==> config.mk <==
export PLATFORM = sky130hd
export DESIGN_NAME = fetch_stage
export DESIGN_NICKNAME = d
export VERILOG_FILES = /design/src/rtl/fetch_stage.sv
export SDC_FILE = /design/constraint.sdc
export NUM_CORES = 1
export LEC_CHECK = 0
export CORE_MARGIN = 3
export CORE_UTILIZATION = 25
export DETAILED_ROUTE_END_ITERATION = 10
export GPL_ROUTABILITY_DRIVEN = 0
export GPL_TIMING_DRIVEN = 1
export SYNTH_ARGS = -nofsm -noshare
export SYNTH_HDL_FRONTEND = slang
export SYNTH_SLANG_ARGS = --single-unit
==> constraint.sdc <==
create_clock -name clk -period 2.5 [get_ports clk]
set_input_delay 0.625 -clock clk [delete_from_list [all_inputs] [get_ports clk]]
set_output_delay 0.625 -clock clk [all_outputs]
set_load 0.05 [all_outputs]
==> src/rtl/fetch_stage.sv <==
// fetch_stage: program counter and IF/ID pipeline register with redirect flush and address-fault tracking
module fetch_stage #(
    parameter logic [31:0] RESET_PC = 32'h0000_0000,
    parameter int          IM_WORDS = 256
) (
    input  logic        clk,
    input  logic        rst_n,
    input  logic        stall,
    input  logic        redirect,
    input  logic [31:0] redirect_pc,
    output logic [31:0] im_addr,
    input  logic [31:0] im_instr,
    output logic [31:0] id_instr,
    output logic [31:0] id_pc,
    output logic [31:0] id_pc_plus4,
    output logic        id_valid,
    output logic        addr_fault,
    output logic [31:0] fetch_cnt
);
    localparam logic [31:0] PC_LIMIT = 32'(IM_WORDS) << 2;

    logic [31:0] pc_q, pc_d, instr_q, instr_d, idpc_q, idpc_d, idpc4_q, idpc4_d, cnt_q, cnt_d;
    logic        valid_q, valid_d, fault_q, fault_d;
    logic [31:0] pc_plus4;
    logic        in_range;

    assign pc_plus4 = pc_q + 32'd4;
    assign in_range = pc_q < PC_LIMIT;

    // next state: redirect flushes and retargets, stall holds, otherwise fetch sequentially
    always_comb begin
        pc_d    = pc_q;
        instr_d = instr_q;
        idpc_d  = idpc_q;
        idpc4_d = idpc4_q;
        valid_d = valid_q;
        cnt_d   = cnt_q;
        fault_d = fault_q;
        if (redirect) begin
            pc_d    = {redirect_pc[31:2], 2'b00};
            instr_d = 32'h0;
            valid_d = 1'b0;
            fault_d = fault_q | (redirect_pc[1:0] != 2'b00);
        end else if (!stall) begin
            pc_d    = pc_plus4;
            instr_d = in_range ? im_instr : 32'h0;
            idpc_d  = pc_q;
            idpc4_d = pc_plus4;
            valid_d = in_range;
            cnt_d   = cnt_q + {31'b0, in_range};
            fault_d = fault_q | ~in_range;
        end
    end

    // state registers with asynchronous reset
    always_ff @(posedge clk or negedge rst_n) begin
        if (!rst_n) begin
            pc_q    <= RESET_PC;
            instr_q <= 32'h0;
            idpc_q  <= 32'h0;
            idpc4_q <= 32'h0;
            valid_q <= 1'b0;
            cnt_q   <= 32'h0;
            fault_q <= 1'b0;
        end else begin
            pc_q    <= pc_d;
            instr_q <= instr_d;
            idpc_q  <= idpc_d;
            idpc4_q <= idpc4_d;
            valid_q <= valid_d;
            cnt_q   <= cnt_d;
            fault_q <= fault_d;
        end
    end

    assign im_addr     = pc_q;
    assign id_instr    = instr_q;
    assign id_pc       = idpc_q;
    assign id_pc_plus4 = idpc4_q;
    assign id_valid    = valid_q;
    assign addr_fault  = fault_q;
    assign fetch_cnt   = cnt_q;
endmodule

== Yosys cells after proc, flatten, opt, wreduce, memory -nomap -nowiden ==
Cells that the tools add are included.

* Add/sub/neg operators: 2
* Multipliers: 0
* Divide/modulo/power cells: 0
* $lt $le $gt $ge: 1
* Equality and inequality tests: 1
* Shift-type cells: 0
* Muxes and demuxes: 9
* Bitwise gates (word level): 5
* Reductions and logical operators: 2

{| class="wikitable"
|+ Operators by type and width
! kind !! number
|-
| 32-bit two-way mux || 5
|-
| 32-bit by 1-bit adder with 32-bit output || 1
|-
| 32-bit by 3-bit adder with 32-bit output, second input constant || 1
|-
| 32-bit by 11-bit less-than comparator with 1-bit output, second input constant || 1
|-
| 1-bit two-way mux || 4
|-
| 1-bit NOT || 3
|-
| 2-bit by 1-bit inequality test with 1-bit output, second input constant || 1
|-
| 1-bit OR || 2
|-
| 2-bit AND reduction || 1
|-
| 2-bit nonzero test || 1
|}

* Register bits after elaboration: 162
* Bits in latches: 0
* RAM bits: 0
* ROM bits: 0
* Bits of input ports: 68
* Output and inout port bits: 162
* Word-level logic and storage cells: 27
* Memories: 0

== Longest topological paths before layout ==
Gate-level depths: netlist of run 1.

* Word-level depth: 5
* Depth in mapped cells: 11
* Depth with buffers taken out: 10

== Least setup slack after synthesis of run 1 ==
Ideal clock, no wire load.

* Path kind: register to register
* From: reg pc_q[19] (netlist: im_addr[19])
* To: reg cnt_q[26] (netlist: fetch_cnt[26])
* Setup time: 0.082 ns
* Arrival: 2.799 ns
* Setup slack: -0.381 ns
* Cell stages (with the launch flop): 12
* Buffers on the path: 1
* Path through: dfrtp_1 clkbuf_1 nor4_1 nand4_1 nor2_1 ha_1 ha_1 nand4bb_4 nor4_4 nand3_1 nor2_1 xor2_1

* Longest elaborated chain between the ends: 2

{| class="wikitable"
|+ RTL lines
! what !! RTL line !! source
|-
| from (decl) || 22 || <nowiki>logic [31:0] pc_q, pc_d, instr_q, instr_d, idpc_q, idpc_d, idpc4_q, idpc4_d, cnt_q, cnt_d;</nowiki>
|-
| from (signal assigned) || 66 || <nowiki>pc_q <= pc_d;</nowiki>
|-
| 32-bit by 11-bit less-than comparator with 1-bit output || 28 || <nowiki>assign in_range = pc_q < PC_LIMIT;</nowiki>
|-
| 32-bit by 1-bit adder with 32-bit output || 50 || <nowiki>cnt_d = cnt_q + {31'b0, in_range};</nowiki>
|-
| to (signal assigned) || 71 || <nowiki>cnt_q <= cnt_d;</nowiki>
|-
| to (decl) || 22 ||
|}

No other way between the ends.
A chain may end at the register's enable or synchronous reset.

== Final worst setup path of run 1 ==
* From: reg pc_q[9] (netlist: im_addr[9])
* To: out im_addr[9]

{| class="wikitable"
|+ RTL lines
! what !! RTL line !! source
|-
| to (decl) || 11 || <nowiki>output logic [31:0] im_addr,</nowiki>
|}

No word-level cell between the ends.

==> summary.log, run 1 <==
INFO  run_status     status=completed
INFO  floorplanning  initial_util=25.7%
INFO  finish         fin_util=38.7%
INFO  logic_synthesis post_synth_instance_area=7250squm
INFO  critical_path  critPathBufInv=1
INFO  timing         max_slew_margin=56.9%
INFO  critical_path  timing.critical_path.slowest_cell_delay=0.87ns
INFO  pwr            p_leak=4.59nW
INFO  placed_design  dp.final_hpwl=16,900microns
INFO  global_route   antenna_found_initial=3
INFO  clocking       clk_pin_slew=0.06ns
INFO  timing         fin_setup_tns=0ns
INFO  logic_synthesis avgSynthCellArea=10.0squm
INFO  logic_synthesis netlist_top_cells_count=sky130_fd_sc_hd__nand2_1, sky130_fd_sc_hd__dfrtp_1, sky130_fd_sc_hd__xnor2_1
INFO  global_route   grt_pass1_wl=36,700microns
INFO  finish         nets=1,041
INFO  timing         final.setup.worst_slack=0.0649ns
INFO  timing         max_slew.worst_pin.slew=0.644ns
INFO  logic_synthesis synth_cell_types=40
INFO  timing         skew=0.0117ns
INFO  timing         final_hold_viol_count=0
INFO  job            cap_violations=0
INFO  detailed_routing antenna_left=0
INFO  finish         flow.area_growth_from_synthesis=50.3%
INFO  critical_path  path_cells=clkdlybuf4s50_1
INFO  detailed_routing routed_wl=23,400microns
INFO  clocking       h_tree_lvl_count=4
INFO  logic_synthesis yosys.area.top_type=sky130_fd_sc_hd__dfrtp_1
INFO  detailed_routing drtPass1Iterations=5
INFO  pwr            report.power.total=7.16mW
INFO  clocking       tritoncts=yes
INFO  finish         finalNonFillerCells=1,360
INFO  clocking       numClockSinks=156
INFO  timing         fin_worst_hold_slack=0.117ns
INFO  floorplanning  core_area=28,200squm
INFO  clocking       numCtsBuffers=17
INFO  floorplanning  ioPinCount=230
INFO  detailed_routing viasPerCell=4.55
INFO  logic_synthesis synth_edf_count=0
INFO  placed_design  pre_cts_ws=-0.0797ns
INFO  critical_path  worstPathArrival=1.81ns
INFO  detailed_routing detail_route.iter0.violations=355
INFO  critical_path  worst_setup_path_start_kind=register
INFO  pwr            power_per_cell_area=657nW/um^2
INFO  critical_path  slowest_stage=sky130_fd_sc_hd__clkdlybuf4s50_1
INFO  floorplanning  std_cell_rows=61
INFO  clocking       cts-hold-fix-buffers=0
INFO  floorplanning  floorplan_die_width=176microns
INFO  min_path       hold_path_class=input port to asynchronous set/reset pin
INFO  timing         setup-violations-final=0
INFO  logic_synthesis synth_async_sr_flop_share=100%
INFO  global_route   grt.overflow.total=0
INFO  detailed_routing vias=6,192
INFO  logic_synthesis yosys.cell_count.top_type=sky130_fd_sc_hd__nand2_1
INFO  global_route   number_of_global_route_vias_before_repair=6,325
INFO  floorplanning  die_height=176microns
INFO  critical_path  cp_max_fo=8
INFO  detailed_routing avgRoutedWirePerCell=17.2microns
INFO  timing         slew_viol_final=0
INFO  logic_synthesis synth_warnings=0
INFO  placed_design  buffer_ports.inserted=223
INFO  global_route   groute.usage.overall=15.0%
INFO  critical_path  critical_path.top_delay_family=buffers and inverters
INFO  timing         rsz0062_at_grt=yes
INFO  timing         highest_achievable_clock_rate=411MHz
INFO  critical_path  worst-setup-path-type=register to output port
INFO  clocking       ctsLongestPathBuffers=2
INFO  finish         postLayoutCellArea=10,900squm
INFO  logic_synthesis synth-main-ff-cell=sky130_fd_sc_hd__dfrtp_1
INFO  timing         finalCritPeriodShare=97.4%
INFO  placed_design  place_area=10,200squm
INFO  critical_path  worst_ep_required_time=1.88ns
INFO  clocking       root_buffer=sky130_fd_sc_hd__clkbuf_16
INFO  logic_synthesis post-synth-top-area-fraction=53.9%
INFO  logic_synthesis synth_top_cells_by_area=sky130_fd_sc_hd__dfrtp_1, sky130_fd_sc_hd__nand2_1, sky130_fd_sc_hd__xnor2_1, sky130_fd_sc_hd__a22o_1, sky130_fd_sc_hd__o21ai_0
INFO  logic_synthesis ys_seq_elements=156
INFO  timing         finalCriticalPeriod=2.44ns
INFO  logic_synthesis post_synth_inst_count=723
INFO  finish         post_route_cells_drive_above_1_share=14.9%
INFO  global_route   grt_max_degree=63
INFO  pwr            ir_drop=0.000400V
INFO  clocking       clk-insertion-delay-late=0.41ns
INFO  detailed_routing drc=0
INFO  critical_path  endpoint_kind=output port
INFO  finish         num_antenna_cells=0
INFO  floorplanning  floorplan.die_area=31,100squm
INFO  placed_design  dp.cells=1,326
INFO  logic_synthesis synth_sequential_area_ratio=53.9%
==> flip-flops by register name (all words and copies together), names as in the netlist <==
| signal | count |
|---|---|
| fetch_cnt | 32 |
| id_instr | 32 |
| id_pc | 30 |
| id_pc_plus4 | 30 |
| im_addr | 30 |
| addr_fault | 1 |
| id_valid | 1 |
==> logic make-up after synthesis <==
logic type | count (synthesis) | synth area share [%]
compound gates | 96 | 8.36
xor+xnor | 87 | 10.5
fa+ha+maj | 3 | 0.518
buf+inv | 63 | 4.14
flops | 156 | 53.9
mux | 1 | 0.138
other cells | 1 | 0.0518
simple gates | 316 | 22.4
==> final timing paths <==
| check | from | end | slack [ns] | depth (start not counted) |
|---|---|---|---|---|
| max | im_addr[9] | im_addr[9] | 0.06 | 1 |
| min | rst_n | fetch_cnt[15] | 0.12 | 1 |
| max reg2reg | im_addr[22] | fetch_cnt[26] | 0.12 | 11 |
| min reg2reg | fetch_cnt[31] | fetch_cnt[31] | 0.47 | 1 |
| max in group asynchronous | rst_n | id_pc_plus4[5] | 1.70 | 2 |
| min in group clk | fetch_cnt[31] | fetch_cnt[31] | 0.47 | 1 |
==> layout by cell type (no fill, tap or decap), types with 13 or more instances in the layout <==
cell type                         synthesis  routed
sky130_fd_sc_hd__buf_4                    8      59
sky130_fd_sc_hd__nand4_1                 20      20
sky130_fd_sc_hd__clkbuf_16                0      17
sky130_fd_sc_hd__o21ai_0                 35      35
sky130_fd_sc_hd__clkdlybuf4s50_1          0     211
sky130_fd_sc_hd__xor2_1                  15      15
sky130_fd_sc_hd__dfrtp_1                156     146
sky130_fd_sc_hd__nand2_1                177     177
sky130_fd_sc_hd__nor4_2                  11      13
sky130_fd_sc_hd__nand3_1                 25      23
sky130_fd_sc_hd__nor2_1                  20      16
sky130_fd_sc_hd__xnor2_1                 72      72
sky130_fd_sc_hd__o21ai_1                 27      27
sky130_fd_sc_hd__a22o_1                  32      32
==> per-layer routing <==
metal	vias to the layer above	GRT usage [%]	wire length (microns)
li1	2931	-	-
met1	2997	21.1	10700
met2	235	23.1	10600
met3	23	4.60	1940
met4	6	2.94	180
met5	-	0	47
==> cell type report <==
class	count	area, sq um
fill	2741	17300
inverter	2	7.51
clock buffer	19	443
clock inverter	12	100
tap	378	473
multi-input combinational	509	3210
timing repair buffer	284	2750
sequential	156	3920
==> where the power goes <==
group	total, mW	internal, mW	switching [mW]
clock network	2.47	1.38	1.09
logic	1.83	0.624	1.20
registers	2.86	2.72	0.144
==> what timing repair did <==
item	4_1_cts	5_1_grt
buffers inserted	0	3
resized for setup	4	19
endpoints found under the setup margin	10	28
pin swaps	2	5
Note: power is estimated with default switching activity, not from simulation.
==> inputs of run 2 (changes only) <==
Settings changed: CORE_MARGIN 3 to 5.
==> run 2 against run 1 <==
Maximum frequency about the same; setup slack worse by 0.0010 ns; register-to-register slack about the same; sequential cell count unchanged; non-clock buffer count down 3; via count down 0.31%; critical path type unchanged; highest routed layer unchanged.
==> summary.log, run 2 (synthesized netlist as in run 1, its figures left out) <==
INFO  run_status     status=completed
INFO  floorplanning  ioPinCount=230
INFO  detailed_routing vias=6,173
INFO  clocking       tritoncts=yes
INFO  job            cap_violations=0
INFO  pwr            p_int=4.92mW
INFO  floorplanning  core_area=28,600squm
INFO  clocking       h_tree_lvl_count=4
INFO  placed_design  pre_cts_ws=-0.0914ns
INFO  floorplanning  initial_util=25.3%
INFO  timing         slew_viol_final=0
INFO  min_path       hold_path_class=input port to asynchronous set/reset pin
INFO  critical_path  slowest_stage=sky130_fd_sc_hd__clkdlybuf4s50_1
INFO  timing         finalCritPeriodShare=97.4%
INFO  timing         fin_worst_hold_slack=0.133ns
INFO  placed_design  buffer_ports.inserted=223
INFO  critical_path  worstReg2RegStart=im_addr[13]
INFO  clocking       clk_pin_slew=0.07ns
INFO  pwr            switching_part_of_the_total=33.5%
INFO  pwr            ir_drop=0.000404V
INFO  clocking       clk-insertion-delay-late=0.42ns
INFO  critical_path  timing.rr.end=fetch_cnt[22]
INFO  timing         rsz0062_at_grt=no
INFO  critical_path  critical_path.top_delay_family=buffers and inverters
INFO  pwr            power.share.sequential=38.6%
INFO  placed_design  dp.final_hpwl=18,300microns
INFO  detailed_routing antenna_left=0
INFO  critical_path  timing.reg2reg.setup_slack=0.13ns
INFO  finish         n_fill_cell=2,851
INFO  global_route   groute.usage.overall=14.8%
INFO  clocking       ctsLongestPathBuffers=2
INFO  detailed_routing detail_route.iter0.violations=306
INFO  critical_path  worst_setup_path_start_kind=register
INFO  pwr            p_leak=4.64nW
INFO  timing         skew=0.00838ns
INFO  critical_path  worst_ep_required_time=1.88ns
INFO  critical_path  cp_max_fo=7
INFO  detailed_routing routed_wl=24,200microns
INFO  clocking       cts-hold-fix-buffers=0
INFO  timing         max_slew.worst_pin.slew=0.630ns
INFO  global_route   grt_max_degree=63
INFO  global_route   antenna_found_initial=4
INFO  pwr            power_per_cell_area=679nW/um^2
INFO  clocking       numClockSinks=156
INFO  timing         final.setup.worst_slack=0.0639ns
INFO  timing         final_hold_viol_count=0
INFO  detailed_routing drtPass1Iterations=4
INFO  detailed_routing viasPerCell=4.52
INFO  clocking       numCtsBuffers=17
INFO  floorplanning  std_cell_rows=62
INFO  global_route   number_of_global_route_vias_before_repair=6,238
INFO  critical_path  critPathBufInv=2
INFO  critical_path  endpoint_kind=output port
INFO  timing         finalCriticalPeriod=2.44ns
INFO  global_route   grt_pass1_wl=38,000microns
INFO  finish         post_route_cells_drive_above_1_share=14.6%
INFO  floorplanning  floorplan_die_width=180microns
INFO  detailed_routing avgRoutedWirePerCell=17.7microns
INFO  pwr            netSwitchingPower=2.48mW
INFO  finish         flow.area_growth_from_synthesis=50.5%
INFO  timing         setup-violations-final=0
INFO  pwr            pwr-share-clk=36.7%
INFO  global_route   grt.overflow.total=0
INFO  finish         nets=1,038
INFO  critical_path  worstPathArrival=1.81ns
INFO  pwr            comb_power_share=24.7%
INFO  critical_path  timing.critical_path.slowest_cell_delay=0.82ns
INFO  timing         max_slew_margin=57.9%
INFO  clocking       root_buffer=sky130_fd_sc_hd__clkbuf_16
INFO  critical_path  path_cells=buf_4 -> clkdlybuf4s50_1
INFO  detailed_routing drc=0
INFO  floorplanning  floorplan.die_area=32,500squm
INFO  floorplanning  die_height=180microns
INFO  critical_path  worst-setup-path-type=register to output port
INFO  finish         layout_commonest_cell=sky130_fd_sc_hd__clkdlybuf4s50_1
INFO  timing         highest_achievable_clock_rate=410MHz
INFO  critical_path  reg2reg_depth=10
INFO  finish         most-common-layout-cells=sky130_fd_sc_hd__clkdlybuf4s50_1, sky130_fd_sc_hd__nand2_1, sky130_fd_sc_hd__dfrtp_1
run 2: cell count changes in the layout (fill, tap and decap cells not counted), sizes merged, moves of 3 or more:
cell,before,now
inv,2,7
buf,66,63
dlymetal6s2s,4,9
clkdlybuf4s50,211,207
run 2: final cells by class:
cell class | instances | area (sq um) | share of cell area (%)
antenna | 1 | 2.50 | 0.0230
multi-input combinational | 509 | 3170 | 29.1
tap | 384 | 480 | 4.41
clock inverter | 15 | 186 | 1.71
timing repair buffer | 281 | 2710 | 24.9
inverter | 2 | 7.51 | 0.0689
clock buffer | 17 | 425 | 3.90
sequential | 156 | 3920 | 35.9
run 2: repair_timing:
action                     in CTS  in global routing
setup buffers                   1                  1
pin swaps                       4                  7
setup endpoints to repair      16                 25
resized for setup               5                 18
run 2: worst max-delay path by stage:
stage | start | to | cells after the start
6_report | im_addr[13] | im_addr[13] | 2
5_1_grt | im_addr[8] | im_addr[8] | 1
4_1_cts | im_addr[19] | im_addr[19] | 2
3_5_place_dp | im_addr[13] | fetch_cnt[22] | 10
3_3_place_gp | im_addr[13] | fetch_cnt[22] | 10
2_1_floorplan | im_addr[13] | fetch_cnt[26] | 11
run 2: power groups by stage:
stage                     combinational, mW  sequential (mW)  clock, mW
after floorplan                       0.416             3.56          0
after global routing                   1.94             2.88       2.92
after global placement                 1.85             2.89          0
after CTS                              1.86             2.86       2.79
after detailed placement               1.85             2.90          0
final                                  1.83             2.86       2.72
run 2: metal layers:
metal / share of wire [%] / vias to the layer above / global-route usage (%) / wire (microns)
met4: 0.94 / 8 / 3.24 / 226
met2: 46 / 201 / 23.5 / 11200
met1: 44 / 3016 / 19.5 / 10600
met3: 8.6 / 17 / 5.51 / 2090
met5: 0.23 / - / 0 / 56
li1: - / 2931 / - / -
run 2: metrics by stage:
stage	util, %	instance area, sq um	total power [mW]	TNS (ns)	instances
CTS	37.8	10800	7.51	0	1363
floorplan	-	7360	3.97	-0.499	728
global route	38.1	10900	7.74	0	1364
global placement	35.6	10200	4.74	-0.0437	1330
finish	38.1	10900	7.41	0	1365
detailed placement	35.6	10200	4.75	-0.638	1330
==> inputs of run 3 (changes only) <==
Settings changed: REMOVE_ABC_BUFFERS set to 1.
==> run 3 against run 2 <==
Utilization is 0.46 points higher; register-to-register slack worse by 0.03 ns; highest routed layer unchanged; clock power is 5% higher; via count is 0.24% lower; cell area is 1.2% higher; worst hold slack better by 0.019 ns; maximum frequency is 1.4% lower; critical path depth is 1 lower; setup slack worse by 0.035 ns; sequential share of layout area is 0.54 points lower; critical path type unchanged; largest power group unchanged.
==> summary.log, run 3 (synthesized netlist as in run 1, its figures left out) <==
INFO  run_status     status=completed
INFO  detailed_routing viasPerCell=4.50
INFO  timing         finalCriticalPeriod=2.47ns
INFO  placed_design  dp.final_hpwl=18,100microns
INFO  critical_path  worst-setup-path-type=register to output port
INFO  finish         layout_commonest_cell=sky130_fd_sc_hd__clkdlybuf4s50_1
INFO  critical_path  slowest_stage=sky130_fd_sc_hd__clkdlybuf4s50_1
INFO  timing         skew=0.0117ns
INFO  clocking       ctsLongestPathBuffers=2
INFO  timing         max_slew_margin=59.6%
INFO  floorplanning  floorplan_die_width=180microns
INFO  clocking       numCtsBuffers=17
INFO  critical_path  cp-endpoint=fetch_cnt[1]
INFO  critical_path  worst_setup_path_start_kind=register
INFO  critical_path  worst_setup_path_startpoint=fetch_cnt[1]
INFO  floorplanning  die_height=180microns
INFO  timing         finalCritPeriodShare=98.8%
INFO  timing         rsz0062_at_grt=yes
INFO  floorplanning  initial_util=25.3%
INFO  timing         final_hold_viol_count=0
INFO  critical_path  worst_ep_required_time=1.88ns
INFO  finish         post_route_cells_drive_above_1_share=14.5%
INFO  critical_path  path_cells=clkdlybuf4s50_1
INFO  global_route   antenna_found_initial=2
INFO  pwr            ir_drop=0.000447V
INFO  placed_design  buffer_ports.inserted=223
INFO  job            cap_violations=0
INFO  critical_path  worstSetupPathDepth=1
INFO  clocking       h_tree_lvl_count=4
INFO  finish         n_fill_cell=2,817
INFO  critical_path  timing.rr.end=fetch_cnt[22]
INFO  timing         slew_viol_final=0
INFO  pwr            p_leak=4.73nW
INFO  clocking       numClockSinks=156
INFO  clocking       root_buffer=sky130_fd_sc_hd__clkbuf_16
INFO  timing         setup-violations-final=0
INFO  global_route   grt_max_degree=56
INFO  timing         final.setup.worst_slack=0.0290ns
INFO  critical_path  cp_max_fo=4
INFO  detailed_routing routed_wl=24,300microns
INFO  clocking       clk-insertion-delay-late=0.43ns
INFO  detailed_routing detail_route.iter0.violations=312
INFO  global_route   number_of_global_route_vias_before_repair=6,320
INFO  floorplanning  core_area=28,600squm
INFO  floorplanning  ioPinCount=230
INFO  detailed_routing avgRoutedWirePerCell=17.7microns
INFO  critical_path  worstPathArrival=1.85ns
INFO  global_route   grt.overflow.total=0
INFO  critical_path  endpoint_kind=output port
INFO  critical_path  critical_path.top_delay_family=buffers and inverters
INFO  detailed_routing vias=6,158
INFO  clocking       clk_pin_slew=0.07ns
INFO  timing         max_slew.worst_pin.slew=0.604ns
INFO  pwr            power_per_cell_area=682nW/um^2
INFO  detailed_routing antenna_left=0
INFO  critical_path  timing.critical_path.slowest_cell_delay=0.91ns
INFO  detailed_routing drc=0
INFO  placed_design  pre_cts_ws=-0.201ns
INFO  critical_path  reg2reg_depth=11
INFO  finish         flow.area_growth_from_synthesis=52.3%
INFO  timing         highest_achievable_clock_rate=405MHz
INFO  floorplanning  std_cell_rows=62
INFO  critical_path  critPathBufInv=1
INFO  detailed_routing drtPass1Iterations=4
INFO  finish         nets=1,043
INFO  floorplanning  floorplan.die_area=32,500squm
INFO  global_route   grt_pass1_wl=38,500microns
INFO  min_path       hold_path_class=input port to asynchronous set/reset pin
INFO  critical_path  worstReg2RegStart=im_addr[19]
INFO  clocking       tritoncts=yes
INFO  critical_path  timing.reg2reg.setup_slack=0.10ns
INFO  global_route   groute.usage.overall=14.9%
INFO  finish         most-common-layout-cells=sky130_fd_sc_hd__clkdlybuf4s50_1, sky130_fd_sc_hd__nand2_1, sky130_fd_sc_hd__dfrtp_1
INFO  finish         fin_util=38.5%
[run 3: report_power, final]
part / leakage (nW) / total, mW / internal (mW) / switching, mW
Combinational: 2.38 / 1.82 / 0.620 / 1.20
Clock: 0.311 / 2.85 / 1.77 / 1.08
Sequential: 2.04 / 2.85 / 2.71 / 0.137
[run 3: timing repair]
action | in CTS | in global routing
buffers inserted | 3 | 3
pin swaps | 7 | 14
resized for setup | 12 | 29
endpoints found under the setup margin | 17 | 27
hold buffers | 0 | 0
[run 3: final cells by class]
| class | instances | area (sq um) | share of cell area, % |
|---|---|---|---|
| Clock inverter | 10 | 163 | 1.47 |
| Antenna cell | 1 | 2.50 | 0.0227 |
| Clock buffer | 21 | 480 | 4.35 |
| Tap cell | 384 | 480 | 4.35 |
| Multi-Input combinational cell | 509 | 3200 | 29.0 |
| Timing Repair Buffer | 286 | 2800 | 25.3 |
| Sequential cell | 156 | 3900 | 35.4 |
| Inverter | 2 | 7.51 | 0.0680 |
[run 3: metal layers]
metal	routed length (microns)	part of all wire (%)	track usage, %	up-vias
li1	-	-	-	2934
met1	11100	46	19.9	2998
met2	10800	45	23.0	207
met3	2230	9.2	6.60	15
met4	164	0.68	2.54	4
met5	19	0.078	0	-
[run 3: worst min path at each step]
| stage | cells past startpoint | slack (ns) | end | from |
|---|---|---|---|---|
| floorplan | 0 | 0.33 | addr_fault | rst_n |
| global placement | 2 | 0.46 | id_pc[2] | id_pc[2] |
| detailed placement | 2 | 0.46 | id_pc[29] | id_pc[29] |
| CTS | 1 | 0.15 | fetch_cnt[19] | rst_n |
| global route | 1 | 0.17 | fetch_cnt[19] | rst_n |
| finish | 1 | 0.15 | fetch_cnt[19] | rst_n |
[run 3: stage by stage]
step	hold slack (ns)	instances	area (sq um)	TNS, ns	power, mW
floorplan	0.329	667	6970	-26.50	3.89
global placement	0.457	1331	10200	-0.845	4.72
detailed placement	0.464	1331	10200	-1.34	4.73
CTS	0.148	1365	10900	0	7.63
global route	0.169	1368	11000	-0.902	7.85
finish	0.151	1369	11000	0	7.53
